$ cat src/rtl/ddr_rw_scheduler.sv
// Read/write turnaround scheduler: one DDR burst at a time, same-direction runs bounded by MAX_SAME.
// Grant/start/addr/len registered one cycle after the IDLE decision; requests wait while busy.
module ddr_rw_scheduler #(
  parameter int ADDR_W   = 30,
  parameter int LEN_W    = 8,
  parameter int MAX_SAME = 4,
  parameter int TIMEOUT  = 1023
) (
  input  logic              clk,
  input  logic              rst_n,
  input  logic              rd_req,
  input  logic [ADDR_W-1:0] rd_addr,
  input  logic [LEN_W-1:0]  rd_len,
  input  logic              wr_req,
  input  logic [ADDR_W-1:0] wr_addr,
  input  logic [LEN_W-1:0]  wr_len,
  output logic              rd_grant,
  output logic              wr_grant,
  output logic              axi_rd_start,
  output logic [ADDR_W-1:0] axi_rd_addr,
  output logic [LEN_W-1:0]  axi_rd_len,
  output logic              axi_wr_start,
  output logic [ADDR_W-1:0] axi_wr_addr,
  output logic [LEN_W-1:0]  axi_wr_len,
  input  logic              rd_done,
  input  logic              wr_done,
  output logic              busy,
  output logic              timeout_err,
  input  logic              err_clr
);

  localparam int WD_W = $clog2(TIMEOUT + 1);
  localparam logic [WD_W-1:0] WD_LAST = WD_W'(TIMEOUT - 1);
  localparam logic [WD_W-1:0] WD_ONE  = WD_W'(1);
  localparam logic [3:0]      SAME_MAX = 4'(MAX_SAME);

  typedef enum logic [1:0] {S_IDLE, S_RD, S_WR} state_t;

  state_t            r_state;
  logic              r_last_dir;
  logic [3:0]        r_same_cnt;
  logic [WD_W-1:0]   r_wdog;
  logic              r_rd_go;
  logic              r_wr_go;
  logic [ADDR_W-1:0] r_rd_addr;
  logic [LEN_W-1:0]  r_rd_len;
  logic [ADDR_W-1:0] r_wr_addr;
  logic [LEN_W-1:0]  r_wr_len;
  logic              r_err;

  logic w_go;
  logic w_pick_wr;
  logic w_same;

  // With both pending, stay on the current direction until the run limit is hit.
  always_comb begin
    w_pick_wr = wr_req;
    if (rd_req && wr_req) begin
      w_pick_wr = (r_same_cnt >= SAME_MAX) ? ~r_last_dir : r_last_dir;
    end
  end

  assign w_go   = rd_req | wr_req;
  assign w_same = (w_pick_wr == r_last_dir);

  always_ff @(posedge clk or negedge rst_n) begin
    if (!rst_n) begin
      r_state    <= S_IDLE;
      r_last_dir <= 1'b0;
      r_same_cnt <= 4'd0;
      r_wdog     <= '0;
      r_rd_go    <= 1'b0;
      r_wr_go    <= 1'b0;
      r_rd_addr  <= '0;
      r_rd_len   <= '0;
      r_wr_addr  <= '0;
      r_wr_len   <= '0;
      r_err      <= 1'b0;
    end else begin
      r_rd_go <= 1'b0;
      r_wr_go <= 1'b0;
      if (err_clr) r_err <= 1'b0;

      case (r_state)
        S_IDLE: begin
          if (w_go) begin
            if (w_pick_wr) begin
              r_state   <= S_WR;
              r_wr_go   <= 1'b1;
              r_wr_addr <= wr_addr;
              r_wr_len  <= wr_len;
            end else begin
              r_state   <= S_RD;
              r_rd_go   <= 1'b1;
              r_rd_addr <= rd_addr;
              r_rd_len  <= rd_len;
            end
            if (w_same) begin
              if (r_same_cnt < SAME_MAX) r_same_cnt <= r_same_cnt + 4'd1;
            end else begin
              r_same_cnt <= 4'd1;
              r_last_dir <= w_pick_wr;
            end
            r_wdog <= '0;
          end
        end
        S_RD: begin
          if (rd_done) begin
            r_state <= S_IDLE;
          end else if (r_wdog == WD_LAST) begin
            r_err   <= 1'b1;  // overrides a same-cycle err_clr
            r_state <= S_IDLE;
          end else begin
            r_wdog <= r_wdog + WD_ONE;
          end
        end
        S_WR: begin
          if (wr_done) begin
            r_state <= S_IDLE;
          end else if (r_wdog == WD_LAST) begin
            r_err   <= 1'b1;
            r_state <= S_IDLE;
          end else begin
            r_wdog <= r_wdog + WD_ONE;
          end
        end
        default: r_state <= S_IDLE;
      endcase
    end
  end

  assign rd_grant     = r_rd_go;
  assign axi_rd_start = r_rd_go;
  assign wr_grant     = r_wr_go;
  assign axi_wr_start = r_wr_go;
  assign axi_rd_addr  = r_rd_addr;
  assign axi_rd_len   = r_rd_len;
  assign axi_wr_addr  = r_wr_addr;
  assign axi_wr_len   = r_wr_len;
  assign busy         = (r_state != S_IDLE);
  assign timeout_err  = r_err;

endmodule

$ cat config.mk
export PLATFORM = sky130hd
export DESIGN_NAME = ddr_rw_scheduler
export DESIGN_NICKNAME = d
export VERILOG_FILES = /design/src/rtl/ddr_rw_scheduler.sv
export SDC_FILE = /design/constraint.sdc
export NUM_CORES = 1
export LEC_CHECK = 0
export CORE_ASPECT_RATIO = 0.5
export CORE_MARGIN = 2
export CORE_UTILIZATION = 30
export DETAILED_ROUTE_END_ITERATION = 16
export GPL_ROUTABILITY_DRIVEN = 0
export PLACE_DENSITY = 0.69
export SETUP_SLACK_MARGIN = 0.2
export SLEW_MARGIN = 25
export SYNTH_ARGS = -nofsm -noshare
export SYNTH_HDL_FRONTEND = slang
export SYNTH_SLANG_ARGS = --single-unit
export TNS_END_PERCENT = 50
$ cat constraint.sdc
create_clock -name clk -period 1.7 [get_ports clk]
set_input_delay 0.255 -clock clk [delete_from_list [all_inputs] [get_ports clk]]
set_output_delay 0.255 -clock clk [all_outputs]
set_load 0.02 [all_outputs]
==> results.txt <==
The flow ran to the end, but the final reports show violations. The final reports fail on design-rule violations, negative setup slack. The net count reported at finish came out at 594. The total non-filler cell area in the finished layout is 7290 um2. The number of detailed-route iterations in the first pass is 10. Overall power consumption after layout is estimated at 14,500 uW. The tightest slew margin relative to the limit is 70.9%. The CTS buffer count came out at 9. The maximum level of the CTS H-tree came out at 3. The via count is 3,113.

The die width is 167 um. The critical path is of the flop to flop type. The repair_antennas step left the layout with diodes totalling 0.

The number of synthesized flops with an enable pin is 0. The non-filler instance count after layout is 679. The area added between synthesis and finish is 81.9%. The first global-routing pass estimated 17.7 mm of wire.

The largest net degree at the start of global routing is 47. The data required time of the worst path is 1920 ps. After layout, the minimum clock period comes to 1880 ps.

Ranked by total cell area, the synthesized netlist is headed by sky130_fd_sc_hd__dfrtp_1 (60%), sky130_fd_sc_hd__mux2_2 (21%), sky130_fd_sc_hd__ha_1 (2.2%). The final worst clock skew came out at 7.16 ps. The count of final setup violators is 86.

The largest vdd supply drop came out at 842 uV. The initial utilization of the core area, before any placement, comes to 31.2%. In the synthesized netlist the dominant register cell turns out to be sky130_fd_sc_hd__dfrtp_1. The worst path uses 111% of the clock period. The aggregate routed wire length is 12.0 mm.

The clock slew seen by the registers of the worst setup and hold paths came out at 70 ps. The path category of the worst min-delay check is input pin to async pin. The met2 routing resource usage after global routing is 29.3%. The number of antenna violations at the first check in global routing came to 0. The number of max-slew violations in the final report came out at 0. The die covers 14,400 um2.

The global routing met1 resource utilization came out at 18.6%. The global-route total usage across every layer is 15.8%. The slew at the pin with the worst max-slew slack came out at 435 ps. The number of unique standard cell types used by synthesis is 39. The signal arrival time at the worst endpoint is 2110 ps.

The synthesized netlist occupies a cell area of 4010 um2. The global-route congestion overflow total is 0. The core footprint came out at 12,800 um2.

The met3 routing resource usage after global routing came out at 3.23%. Once placement completed, the tool counted placed cells totaling 634. The starting DRC count in detailed routing came out at 165. Pin placement for this block handled 165 I/O pins. The startpoint identified for the worst register-to-register timing path is r_last_dir. The largest area contributor in the synthesized netlist is sky130_fd_sc_hd__dfrtp_1. The via count of the first global-routing pass is 3,384. Synthesis produced 279 cells. The startpoint type of the worst setup path is a flop.

Setup repair after global routing could not meet its margin everywhere. Synthesis produced a netlist with a net count of 369. The flop-to-flop setup slack is -180 ps. In this run the critical register-to-register path is captured at axi_wr_addr[23]. The clock passes through at most 2 buffers. In this run the clock root is driven by a sky130_fd_sc_hd__clkbuf_16. The count of nets left with antenna violations once routing finished came out at 0.

TritonCTS built the clock tree. The fraction of layout instances using a drive strength above 1 came out at 35.8%. The count of standard-cell rows is 29. The synthesized area per cell is 14.4 um2. The overall die height is 85.7 um. After legalization and detailed placement, the total HPWL measured 7.54 mm.

The static power due to leakage is 0.00342 uW. The worst reg2reg path depth came out at 6. The total DRC errors in the routed layout is 7. The maximum fanout count along the critical path is 8. The total power per unit cell area came out at 1990 nW/um2. The reported max-cap violation count is 0. The endpoint class of the critical path is a flop. Timing analysis after detailed placement gives a worst setup slack of -225 ps. The maximum achievable frequency came out at 0.532 GHz. Clock latency on the worst-skew pair, taken at its later pin, is 340 ps. The placed instance area is 6160 um2. After global routing, the most crowded layer is met2.

The number of hold-slack violations in the final timing report came out at 0. After detailed routing, the average wire length per cell comes to 17.6 um. The clock sink count came out at 96. After detailed routing, the number of vias per cell comes to 4.58. The quantity of I/O buffers inserted on ports is 164. The register area share after synthesis came out at 59.9%. The share of flip-flops with an asynchronous set or reset came out at 100%. For this run, the number of Yosys warnings is 0. The final worst-path setup slack came out at -180 ps. The fraction of post-synthesis cell area in the top cell type by area is 59.9%. The post-synthesis sequential element count came out at 96.
-- critical path, cell delays in order (launching register included) --
cell and delay [ps]:
sky130_fd_sc_hd__dfrtp_1 390, sky130_fd_sc_hd__or3_4 410, sky130_fd_sc_hd__a21bo_4 230, sky130_fd_sc_hd__nand3_4 140, sky130_fd_sc_hd__buf_12 130, sky130_fd_sc_hd__clkbuf_16 160
sky130_fd_sc_hd__mux2_4 300
-- synth_stat cells, types with 2 or more instances --
cell	number
sky130_fd_sc_hd__o21ai_0	4
sky130_fd_sc_hd__nand3_1	5
sky130_fd_sc_hd__buf_2	3
sky130_fd_sc_hd__mux2_2	73
sky130_fd_sc_hd__a22o_1	4
sky130_fd_sc_hd__a21oi_1	5
sky130_fd_sc_hd__mux2_1	4
sky130_fd_sc_hd__nand2b_1	3
sky130_fd_sc_hd__o31ai_1	5
sky130_fd_sc_hd__or4_1	5
sky130_fd_sc_hd__nand2_1	7
sky130_fd_sc_hd__inv_1	11
sky130_fd_sc_hd__buf_4	10
sky130_fd_sc_hd__ha_1	7
sky130_fd_sc_hd__nand4_1	4
sky130_fd_sc_hd__nor4_1	2
sky130_fd_sc_hd__and4_1	3
sky130_fd_sc_hd__o22ai_1	2
sky130_fd_sc_hd__mux2i_1	5
sky130_fd_sc_hd__dfrtp_1	96
sky130_fd_sc_hd__nor2_1	3
-- per-stage QoR --
step / hold WS, ps / util [%] / TNS, ps
detailed placement: 223 / 47.9 / -16500
global route: 419 / 56.8 / -15760
floorplan: -40.6 / - / -936
global placement: 215 / 47.9 / -15460
finish: 391 / 56.8 / -10560
CTS: 397 / 53.4 / -8000
-- worst max path at each step --
stage                        startpoint              end  slack [ps]  cells after the start
after floorplan               r_wdog[0]        r_wdog[3]         -20                      7
after global placement           rd_req   axi_rd_addr[4]        -200                      5
after detailed placement         rd_req  axi_rd_addr[19]        -220                      5
after CTS                 r_same_cnt[3]   axi_wr_addr[7]        -150                      6
after global routing         r_state[0]        r_wdog[8]        -270                      7
final                        r_last_dir  axi_wr_addr[23]        -180                      6
-- placed cells by master (no fill, tap or decap), types with 2 or more instances in the layout --
| cell | instances |
|---|---|
| sky130_fd_sc_hd__a21oi_1 | 4 |
| sky130_fd_sc_hd__a22o_1 | 4 |
| sky130_fd_sc_hd__and4_1 | 2 |
| sky130_fd_sc_hd__buf_12 | 10 |
| sky130_fd_sc_hd__buf_16 | 4 |
| sky130_fd_sc_hd__buf_4 | 36 |
| sky130_fd_sc_hd__buf_6 | 9 |
| sky130_fd_sc_hd__bufinv_16 | 3 |
| sky130_fd_sc_hd__clkbuf_16 | 14 |
| sky130_fd_sc_hd__clkdlybuf4s50_1 | 81 |
| sky130_fd_sc_hd__dfrtp_1 | 96 |
| sky130_fd_sc_hd__dlygate4sd2_1 | 81 |
| sky130_fd_sc_hd__ha_1 | 3 |
| sky130_fd_sc_hd__ha_2 | 2 |
| sky130_fd_sc_hd__ha_4 | 2 |
| sky130_fd_sc_hd__inv_1 | 9 |
| sky130_fd_sc_hd__inv_2 | 2 |
| sky130_fd_sc_hd__mux2_4 | 76 |
| sky130_fd_sc_hd__mux2i_1 | 5 |
| sky130_fd_sc_hd__nand2_1 | 6 |
| sky130_fd_sc_hd__nand2b_1 | 3 |
| sky130_fd_sc_hd__nand3_1 | 4 |
| sky130_fd_sc_hd__nand4_1 | 4 |
| sky130_fd_sc_hd__nor2_1 | 3 |
| sky130_fd_sc_hd__nor4_4 | 2 |
| sky130_fd_sc_hd__o211ai_4 | 2 |
| sky130_fd_sc_hd__o21ai_0 | 3 |
| sky130_fd_sc_hd__o22ai_1 | 2 |
| sky130_fd_sc_hd__o31ai_1 | 4 |
| sky130_fd_sc_hd__or4_1 | 4 |
-- registers in the layout (all words and copies together) (netlist names) --
| register | count |
|---|---|
| axi_rd_addr | 30 |
| axi_wr_addr | 30 |
| r_wdog | 10 |
| axi_rd_len | 8 |
| axi_wr_len | 8 |
| r_same_cnt | 4 |
| r_state | 2 |
| axi_rd_start | 1 |
| axi_wr_start | 1 |
| r_last_dir | 1 |
| timeout_err | 1 |
-- routing by layer --
metal | wire, um | vias to the layer above
met5 | 0 | -
met4 | 192 | 0
met3 | 380 | 14
met2 | 6170 | 58
met1 | 5240 | 1582
li1 | - | 1459
-- repair_timing --
item / in CTS / in global routing
endpoints found under the setup margin: 174 / 95
hold buffers: 1 / 0
setup buffers: 12 / 6
gates cloned: 5 / 5
hold endpoints to repair: 28 / 0
pin swaps: 8 / 5
resized for setup: 139 / 58
-- logic make-up (layout without fill, tap and decap cells) --
| kind of cell | Yosys count | count (layout) | share of synthesized area (%) |
|---|---|---|---|
| adders and majority gates | 7 | 7 | 2.19 |
| buffers and inverters | 25 | 254 | 3.56 |
| DFF | 96 | 96 | 59.9 |
| AOI/OAI and AO/OA | 31 | 32 | 5.62 |
| and+or+nand+nor | 38 | 38 | 5.81 |
| muxes | 82 | 82 | 22.9 |
-- power by group --
group          internal (uW)  switching (uW)
clock                   1450             910
combinational           4540            3720
sequential              3340             538
-- layout make-up --
cell class	instances	area [um2]
fillers	1035	5550
flip-flops and latches	96	2400
repair buffers	227	2340
multi-input cells	159	1950
clock buffers	10	229
well taps	170	213
clock inverters	6	115
inverters	11	41.3
No activity file was read; power rests on OpenSTA's default activity.
